$ cat src/rtl/enc_pkg.sv
// Shared types and the decode function for the binary-to-vector encoder.
// The decode function works on a fixed maximum width; callers slice the low N_OUT bits.
package enc_pkg;

    typedef enum logic [1:0] {
        ENC_ONEHOT   = 2'b00,
        ENC_THERM    = 2'b01,
        ENC_ONEHOT_N = 2'b10,
        ENC_RSVD     = 2'b11
    } enc_mode_e;

    localparam int ENC_MAX_OUT  = 256;
    localparam int ENC_MAX_IN_W = 32;

    // Returns {err, vector}. Bits at and above n_out are always zero.
    function automatic logic [ENC_MAX_OUT:0] enc_decode(
        input logic [31:0] code,
        input logic [31:0] n_out,
        input enc_mode_e   mode
    );
        logic [ENC_MAX_OUT-1:0] vec;
        logic                   err;
        vec = '0;
        err = (code >= n_out) || (mode == ENC_RSVD);
        // Out-of-range codes fall out naturally: no index matches, every index is <= code.
        for (int i = 0; i < ENC_MAX_OUT; i++) begin
            if (32'(i) < n_out) begin
                case (mode)
                    ENC_ONEHOT:   vec[i] = (code == 32'(i));
                    ENC_THERM:    vec[i] = (32'(i) <= code);
                    ENC_ONEHOT_N: vec[i] = (code != 32'(i));
                    default:      vec[i] = 1'b0;
                endcase
            end
        end
        return {err, vec};
    endfunction

endpackage

$ cat src/rtl/enc_skid_buf.sv
// Two-entry valid/ready skid buffer: an output register plus one skid register.
// up_ready is a flop that tracks "skid empty", so it never depends on dn_ready.
module enc_skid_buf
    import enc_pkg::*;
#(
    parameter int W = 16
) (
    input  logic         clk,
    input  logic         rst,
    input  logic         up_valid,
    output logic         up_ready,
    input  logic [W-1:0] up_data,
    output logic         dn_valid,
    input  logic         dn_ready,
    output logic [W-1:0] dn_data
);

    logic         skid_valid;
    logic [W-1:0] skid_data;
    logic         accept;

    assign accept = up_valid && up_ready;

    // NOTE: non-blocking assignments keep every register update tied to the same edge.
    always_ff @(posedge clk or negedge rst) begin
        if (!rst) begin
            // NOTE: data registers are reset too, so a cleared block presents out=0.
            dn_valid   <= 1'b0;
            dn_data    <= '0;
            skid_valid <= 1'b0;
            skid_data  <= '0;
            up_ready   <= 1'b1;
        end else if (skid_valid) begin
            // Skid full implies output full and up_ready low: only draining is possible.
            if (dn_ready) begin
                dn_data    <= skid_data;
                skid_valid <= 1'b0;
                up_ready   <= 1'b1;
            end
        end else if (accept) begin
            if (!dn_valid || dn_ready) begin
                dn_data  <= up_data;
                dn_valid <= 1'b1;
            end else begin
                skid_data  <= up_data;
                skid_valid <= 1'b1;
                up_ready   <= 1'b0;
            end
        end else if (dn_ready) begin
            dn_valid <= 1'b0;
        end
    end

endmodule

$ cat src/rtl/enc_bin2onehot_pipe.sv
// Pipelined binary decoder (one-hot / thermometer / inverted one-hot) with skid
// buffering and a saturating out-of-range counter. Supports IN_W <= 32, N_OUT <= 256.
module enc_bin2onehot_pipe
    import enc_pkg::*;
#(
    parameter int IN_W  = 4,
    parameter int N_OUT = 15,
    parameter int CNT_W = 8
) (
    input  logic             clk,
    input  logic             rst,
    input  logic             in_valid,
    output logic             in_ready,
    input  logic [IN_W-1:0]  in,
    input  logic [1:0]       mode,
    output logic             out_valid,
    input  logic             out_ready,
    output logic [N_OUT-1:0] out,
    output logic             out_err,
    output logic [CNT_W-1:0] oor_cnt,
    input  logic             cnt_clr
);

    localparam logic [CNT_W-1:0] CNT_MAX = '1;

    logic [ENC_MAX_OUT:0] dec_full;
    logic [N_OUT:0]       payload;
    logic [N_OUT:0]       dn_payload;
    logic                 accept;
    logic                 oor;

    assign dec_full = enc_decode(32'(in), 32'(N_OUT), enc_mode_e'(mode));
    assign payload  = {dec_full[ENC_MAX_OUT], dec_full[N_OUT-1:0]};

    generate
        if (N_OUT < ENC_MAX_OUT) begin : g_unused
            logic unused_dec;
            assign unused_dec = ^dec_full[ENC_MAX_OUT-1:N_OUT];
        end
    endgenerate

    assign accept = in_valid && in_ready;
    // Full-width compare: with IN_W=4, N_OUT=15 the code 15 is out of range.
    assign oor    = 32'(in) >= 32'(N_OUT);

    always_ff @(posedge clk or negedge rst) begin
        if (!rst) begin
            oor_cnt <= '0;
        end else if (cnt_clr) begin
            oor_cnt <= '0;
        end else if (accept && oor && (oor_cnt != CNT_MAX)) begin
            oor_cnt <= oor_cnt + CNT_W'(1);
        end
    end

    enc_skid_buf #(
        .W (N_OUT + 1)
    ) u_skid (
        .clk      (clk),
        .rst      (rst),
        .up_valid (in_valid),
        .up_ready (in_ready),
        .up_data  (payload),
        .dn_valid (out_valid),
        .dn_ready (out_ready),
        .dn_data  (dn_payload)
    );

    assign out     = dn_payload[N_OUT-1:0];
    assign out_err = dn_payload[N_OUT];

endmodule

$ cat config.mk
export PLATFORM = sky130hd
export DESIGN_NAME = enc_bin2onehot_pipe
export DESIGN_NICKNAME = d
export VERILOG_FILES = /design/src/rtl/enc_pkg.sv /design/src/rtl/enc_skid_buf.sv /design/src/rtl/enc_bin2onehot_pipe.sv
export SDC_FILE = /design/constraint.sdc
export NUM_CORES = 1
export LEC_CHECK = 0
export ABC_AREA = 1
export ABC_CLOCK_PERIOD_IN_PS = 2200
export BUFFER_PORTS_ARGS = -buffer_cell sky130_fd_sc_hd__buf_2
export CORE_ASPECT_RATIO = 1.1
export CORE_MARGIN = 5
export CORE_UTILIZATION = 55
export CTS_CLUSTER_DIAMETER = 50
export DETAILED_ROUTE_END_ITERATION = 12
export GPL_ROUTABILITY_DRIVEN = 0
export PLACE_DENSITY_LB_ADDON = 0.25
export SKIP_LAST_GASP = 1
export SLEW_MARGIN = 20
export SYNTH_ARGS = -nofsm -noshare
export SYNTH_HDL_FRONTEND = slang
export SYNTH_SLANG_ARGS = --single-unit
export TNS_END_PERCENT = 50
$ cat constraint.sdc
create_clock -name clk -period 2.2 [get_ports clk]
set_clock_uncertainty 0.15 [all_clocks]
set_input_delay 0 -clock clk [delete_from_list [all_inputs] [get_ports clk]]
set_output_delay 0 -clock clk [all_outputs]
set_load 0.01 [all_outputs]
==> Word-level counts from Yosys, hierarchy flattened <==
Cells that the tools add are included.
{ "word_totals": {"mem_bits_rw": 0, "rom_bits": 0, "out_inout_bits": 26, "register_bits": 43, "latch_bits": 0, "in_bits": 11, "n_memories": 0} }
{ "op_classes": {"addsub": 1, "shift": 0, "n_mux": 32, "n_mul": 0, "bitwise": 2, "eq_ne": 35, "magnitude_cmp": 15, "n_reduce_logical": 17, "div_mod_pow": 0} }
{ "ops": {"columns": ["op", "count"], "rows": [
  ["16-bit 2-to-1 mux", 4],
  ["1-bit one-hot mux with 3 select lines", 15],
  ["4-bit == test, second input constant", 7],
  ["4-bit <= comparator, first input constant", 7],
  ["4-bit inequality test, second input constant", 7],
  ["4-bit by 3-bit == test with 1-bit output, second input constant", 4],
  ["3-bit by 4-bit <= comparator with 1-bit output, first input constant", 4],
  ["8-bit 2-to-1 mux", 2],
  ["4-bit by 3-bit inequality test with 1-bit output, second input constant", 4],
  ["3-bit AND reduction", 4],
  ["1-bit 2-to-1 mux", 11],
  ["8-bit by 1-bit adder with 8-bit output, second input constant", 1],
  ["4-bit by 2-bit == test with 1-bit output, second input constant", 2],
  ["2-bit by 4-bit <= comparator with 1-bit output, first input constant", 2],
  ["4-bit by 2-bit inequality test with 1-bit output, second input constant", 2],
  ["8-bit inequality test, second input constant", 1],
  ["2-bit nonzero test", 4],
  ["2-bit == test, second input constant", 2],
  ["4-bit by 1-bit == test with 1-bit output, second input constant", 1],
  ["4-bit >= comparator, second input constant", 1],
  ["1-bit by 4-bit <= comparator with 1-bit output, first input constant", 1],
  ["4-bit zero test", 1],
  ["2-bit by 1-bit inequality test with 1-bit output, second input constant", 2],
  ["4-bit by 1-bit inequality test with 1-bit output, second input constant", 1],
  ["other kinds (8)", 12]
]} }

==> Logic depth before layout (Yosys ltp) <==
{ "depth": {"word_depth": 5, "depth_mapped": 10, "mapped_depth_nobuf": 8} }

==> Modules after synthesis <==
From an unflattened synthesis, not the netlist that was laid out.
{ "hier_totals": {"cells_unflattened": 354, "hier_area_um2": 2523.7} }
{ "by_module_without_submodules": {"columns": ["mod", "area_per_inst_um2", "instances", "seq_area_each_um2", "cells_each"], "rows": [
  ["enc_skid_buf", 1619.1, 1, 877.1, 203],
  ["enc_bin2onehot_pipe", 904.6, 1, 200.2, 151]
]} }

==> Worst setup path before layout <==
Ideal clock, no wire load.
{ "synth_timing": {"path_kind": "register to register", "start": "register u_skid.up_ready", "end": "register u_skid.dn_data[2]", "path_slack_ns": 0.617, "t_required_ns": 1.930, "n_path_buf": 2, "arrival_ns": 1.313, "path_stages_with_launch": 10, "setup_ns": 0.120, "period_less_slack_ns": 1.583, "path_cell_list": "dfstp_2 -> nand2_1 -> clkinv_4 -> nand2_2 -> nand2_1 -> nand2_1 -> buf_4 -> buf_6 -> nor2_1 -> a21oi_2"} }
{ "synth_via": {"elab_chain_len": 3} }
{ "synth_rtl": {"columns": ["item", "line_no", "rtl"], "rows": [
  ["start, declared", "enc_skid_buf.sv:11", "output logic up_ready,"],
  ["start signal, assigned", "enc_skid_buf.sv:32", "up_ready <= 1'b1;"],
  ["start signal, assigned", "enc_skid_buf.sv:38", "up_ready <= 1'b1;"],
  ["start signal, assigned", "enc_skid_buf.sv:47", "up_ready <= 1'b0;"],
  ["1-bit logical AND", "enc_skid_buf.sv:22", "assign accept = up_valid && up_ready;"],
  ["2-bit nonzero test (no line)", null, null],
  ["3-bit AND reduction (no line)", null, null],
  ["end signal, assigned", "enc_skid_buf.sv:36", "dn_data <= skid_data;"],
  ["end signal, assigned", "enc_skid_buf.sv:42", "dn_data <= up_data;"],
  ["end, declared", "enc_skid_buf.sv:15", "output logic [W-1:0] dn_data"]
]} }
Every way passes these cells.
A chain may end at the register's enable or synchronous reset.

==> Worst setup path after layout <==
{ "layout_timing": {"start": "register u_skid.up_ready", "end": "register u_skid.skid_data[9]"} }
{ "layout_via": {"elab_chain_len": 2} }
{ "layout_rtl": {"columns": ["item", "line_no", "rtl"], "rows": [
  ["1-bit logical AND", "enc_skid_buf.sv:22", null],
  ["3-bit AND reduction (no line)", null, null],
  ["end signal, assigned", "enc_skid_buf.sv:45", "skid_data <= up_data;"],
  ["end, declared", "enc_skid_buf.sv:19", "logic [W-1:0] skid_data;"]
]} }
Every way passes these cells.

==> reports/results.tsv <==
metric	value	unit
status	completed	
dpl hpwl	4294	um
ys flop type	dfrtp_1	
Int Power	0.001845	W
Final nets	421	
Final Instance Area	3008	um^2
Via Count	2444	
via/cell ratio	5.245	
sequential fraction of the synthesis area	41.14	%
postcts setup bufs	0	
fill count	447	
Post-synth ARST share	100.0	%
worst hold path class	in2reg	
Max Fclk	491.2	MHz
RSZ-0062 raised after global routing	no	
Max-cap violations	0	
Syn Inst Count	368	
Lkg Pwr	1.680	nW
layout cells sized above 1	19.02	%
largest net degree at the start of global routing	44	
area leader, netlist	dfrtp_1	
CTS H-tree lvls	2	
area delta synth->final	14.86	%
flip-flop and latch count after synthesis	43	
CP Max Fanout	9	
top post-synthesis cells by count	140 x nand2_1, 42 x dfrtp_1, 40 x nand3_1	
DIE WIDTH	75.79	um
Clk Latency, worst-skew pair	290	ps
wire length per cell	12.96	um
Starting DRT DRC Count	227	
CP arrival	2120	ps
mapped cell area	2619	um^2
first-pass GRT wire length	10120	um
final worst path period share	92.53	%
Placed Area	2813	um^2
CTS clk-pin slew, worst paths	80	ps
Clock power frac	20.9	%
hold path cells	5	
Sequential Power Share	43.7	%
Final Hold Viols	0	
setup TNS	0	ps
switch share	36.32	%
die footprint	6243	um^2
net count after synthesis	380	
Slew Viols, Final	0	
Warnings, synthesis	0	
Switching Power	0.001053	W
DR pass1 iterations	4	
Core Footprint	4619	um^2
share of the synthesized area in the top cell type	40.13	%
CTS tree	yes	
WL final	6041	um
CTS Buf Count	5	
total grt overflow	0	
Worst-Margin Slew	708.0	ps
Final Critical Period	2036	ps
Synth area leaders	dfrtp_1 40%, nand2_1 20%, nand3_1 7.6%	
synth unique cells	29	
critical path launch point type	register	
DRC violation count after routing	0	
power per cell area	963.4	nW/um^2
Max VDD drop	0.4426	mV
Avg Cell Area, Syn	7.116	um^2
TritonCTS sink count	43	
Root Buffer	clkbuf_8	
Antenna Cells	0	
Setup CP Type	reg2reg	
Max Root-Sink Buffers	2	
vias in the first global route	2139	
FF-to-FF path depth	8	
initial antenna violation count	0	
Port Buffer Count	36	
final setup fails	0	
relative slew slack	52.63	%
most frequent cell after synthesis	nand2_1	
Crit. End Element	register	
Initial Utilization	56.69	%
Routed Antenna Nets	0	
# rows	26	
I/O pin count	37	
number of synthesized flops with an enable pin	0	
gr usage total	21.02	%
Worst EP required	2290	ps
Logic pwr share	35.4	%
Die Y	82.37	um
[final timing paths]
kind	startpoint	endpoint	slack (ps)
worst max-delay path	u_skid.up_ready	u_skid.skid_data[9]	160
worst min-delay path	mode[0]	u_skid.skid_data[15]	20
worst max register to register	u_skid.up_ready	u_skid.skid_data[9]	160
worst min register to register	u_skid.up_ready	u_skid.up_ready	330
max in group asynchronous	rst	u_skid.skid_valid	1310
min in group asynchronous	rst	u_skid.dn_data[12]	70
[stage by stage]
stage	std cells	power, W	utilization, %	hold slack (ps)	worst slack, ps
final	466	0.002898	65.11	16.55	164.2
after detailed placement	451	0.002290	60.89	55.18	431.6
after global placement	451	0.002265	60.89	41.24	533.7
after CTS	465	0.002924	64.49	2.634	126.8
after global routing	466	0.003134	65.11	40.16	3.021
after floorplan	368	0.001948	-	-445.6	617.0
[kinds of logic after synthesis]
family,count (synthesis),synth area share [%]
AND/OR/NAND/NOR,239,41.52
AO/OA/AOI/OAI,33,7.262
adder cells (fa/ha/maj),1,0.4777
flip-flops,43,41.14
buffers and inverters,50,8.934
XOR/XNOR,2,0.6690
[sequential cells by signal (all words and copies together) (netlist names)]
signal             cells
u_skid.skid_valid      1
u_skid.dn_data        16
u_skid.up_ready        1
oor_cnt                8
u_skid.skid_data      16
u_skid.dn_valid        1
[repair_timing]
| action | 4_1_cts | 5_1_grt |
|---|---|---|
| gates resized for setup | 0 | 1 |
| endpoints found under the hold margin | 55 | 0 |
| setup endpoints to repair | 0 | 1 |
| hold buffers | 6 | 0 |
[power groups by stage]
stage          clock network [W]  logic [W]  registers [W]
4_1_cts                 0.000621    0.00104        0.00127
5_1_grt                 0.000655    0.00117        0.00131
3_3_place_gp                   0   0.000993        0.00127
6_report                0.000607    0.00103        0.00127
2_1_floorplan                  0   0.000630        0.00132
3_5_place_dp                   0    0.00101        0.00128
[layer usage]
layer,up-vias,global-route usage [%],wire [um]
li1,1242,-,-
met1,1130,30.35,2874
met2,66,32.28,2768
met3,6,3.511,344
met4,0,5.944,53
met5,-,0,0
[cell usage in the layout, fill, tap and decap left out, drive strengths merged]
cell	Yosys	final
nand2	144	144
dfrtp	42	42
buf	12	42
nor2	42	42
nand3	41	41
inv	35	35
a21oi	17	17
o21ai	12	12
nand4	8	8
clkbuf	2	7
dlygate4sd3	0	6
or2	3	3
a31oi	3	3
xor2	2	2
clkinv	1	1
o21bai	1	1
nand3b	1	1
ha	1	1
bufinv	0	1
dfstp	1	1
[area by class of cell]
class,instances,area [um^2],area share (%)
Multi-Input combinational cell,275,1308,43.47
Sequential cell,43,1079,35.86
Clock inverter,1,30.03,0.9983
Tap cell,56,70.07,2.329
Timing Repair Buffer,48,305.3,10.15
Inverter,36,140.1,4.659
Clock buffer,7,76.32,2.537
[worst max-delay path, stage by stage, from the launching register on]
cell	delay [ps]
dfstp_2	550
nand2_1	90
clkinv_4	70
nand2_2	50
nor2_1	160
buf_4	190
nor2_1	50
a31oi_1	120
dlygate4sd3_1	550
Power figures use the tool's default switching activity.
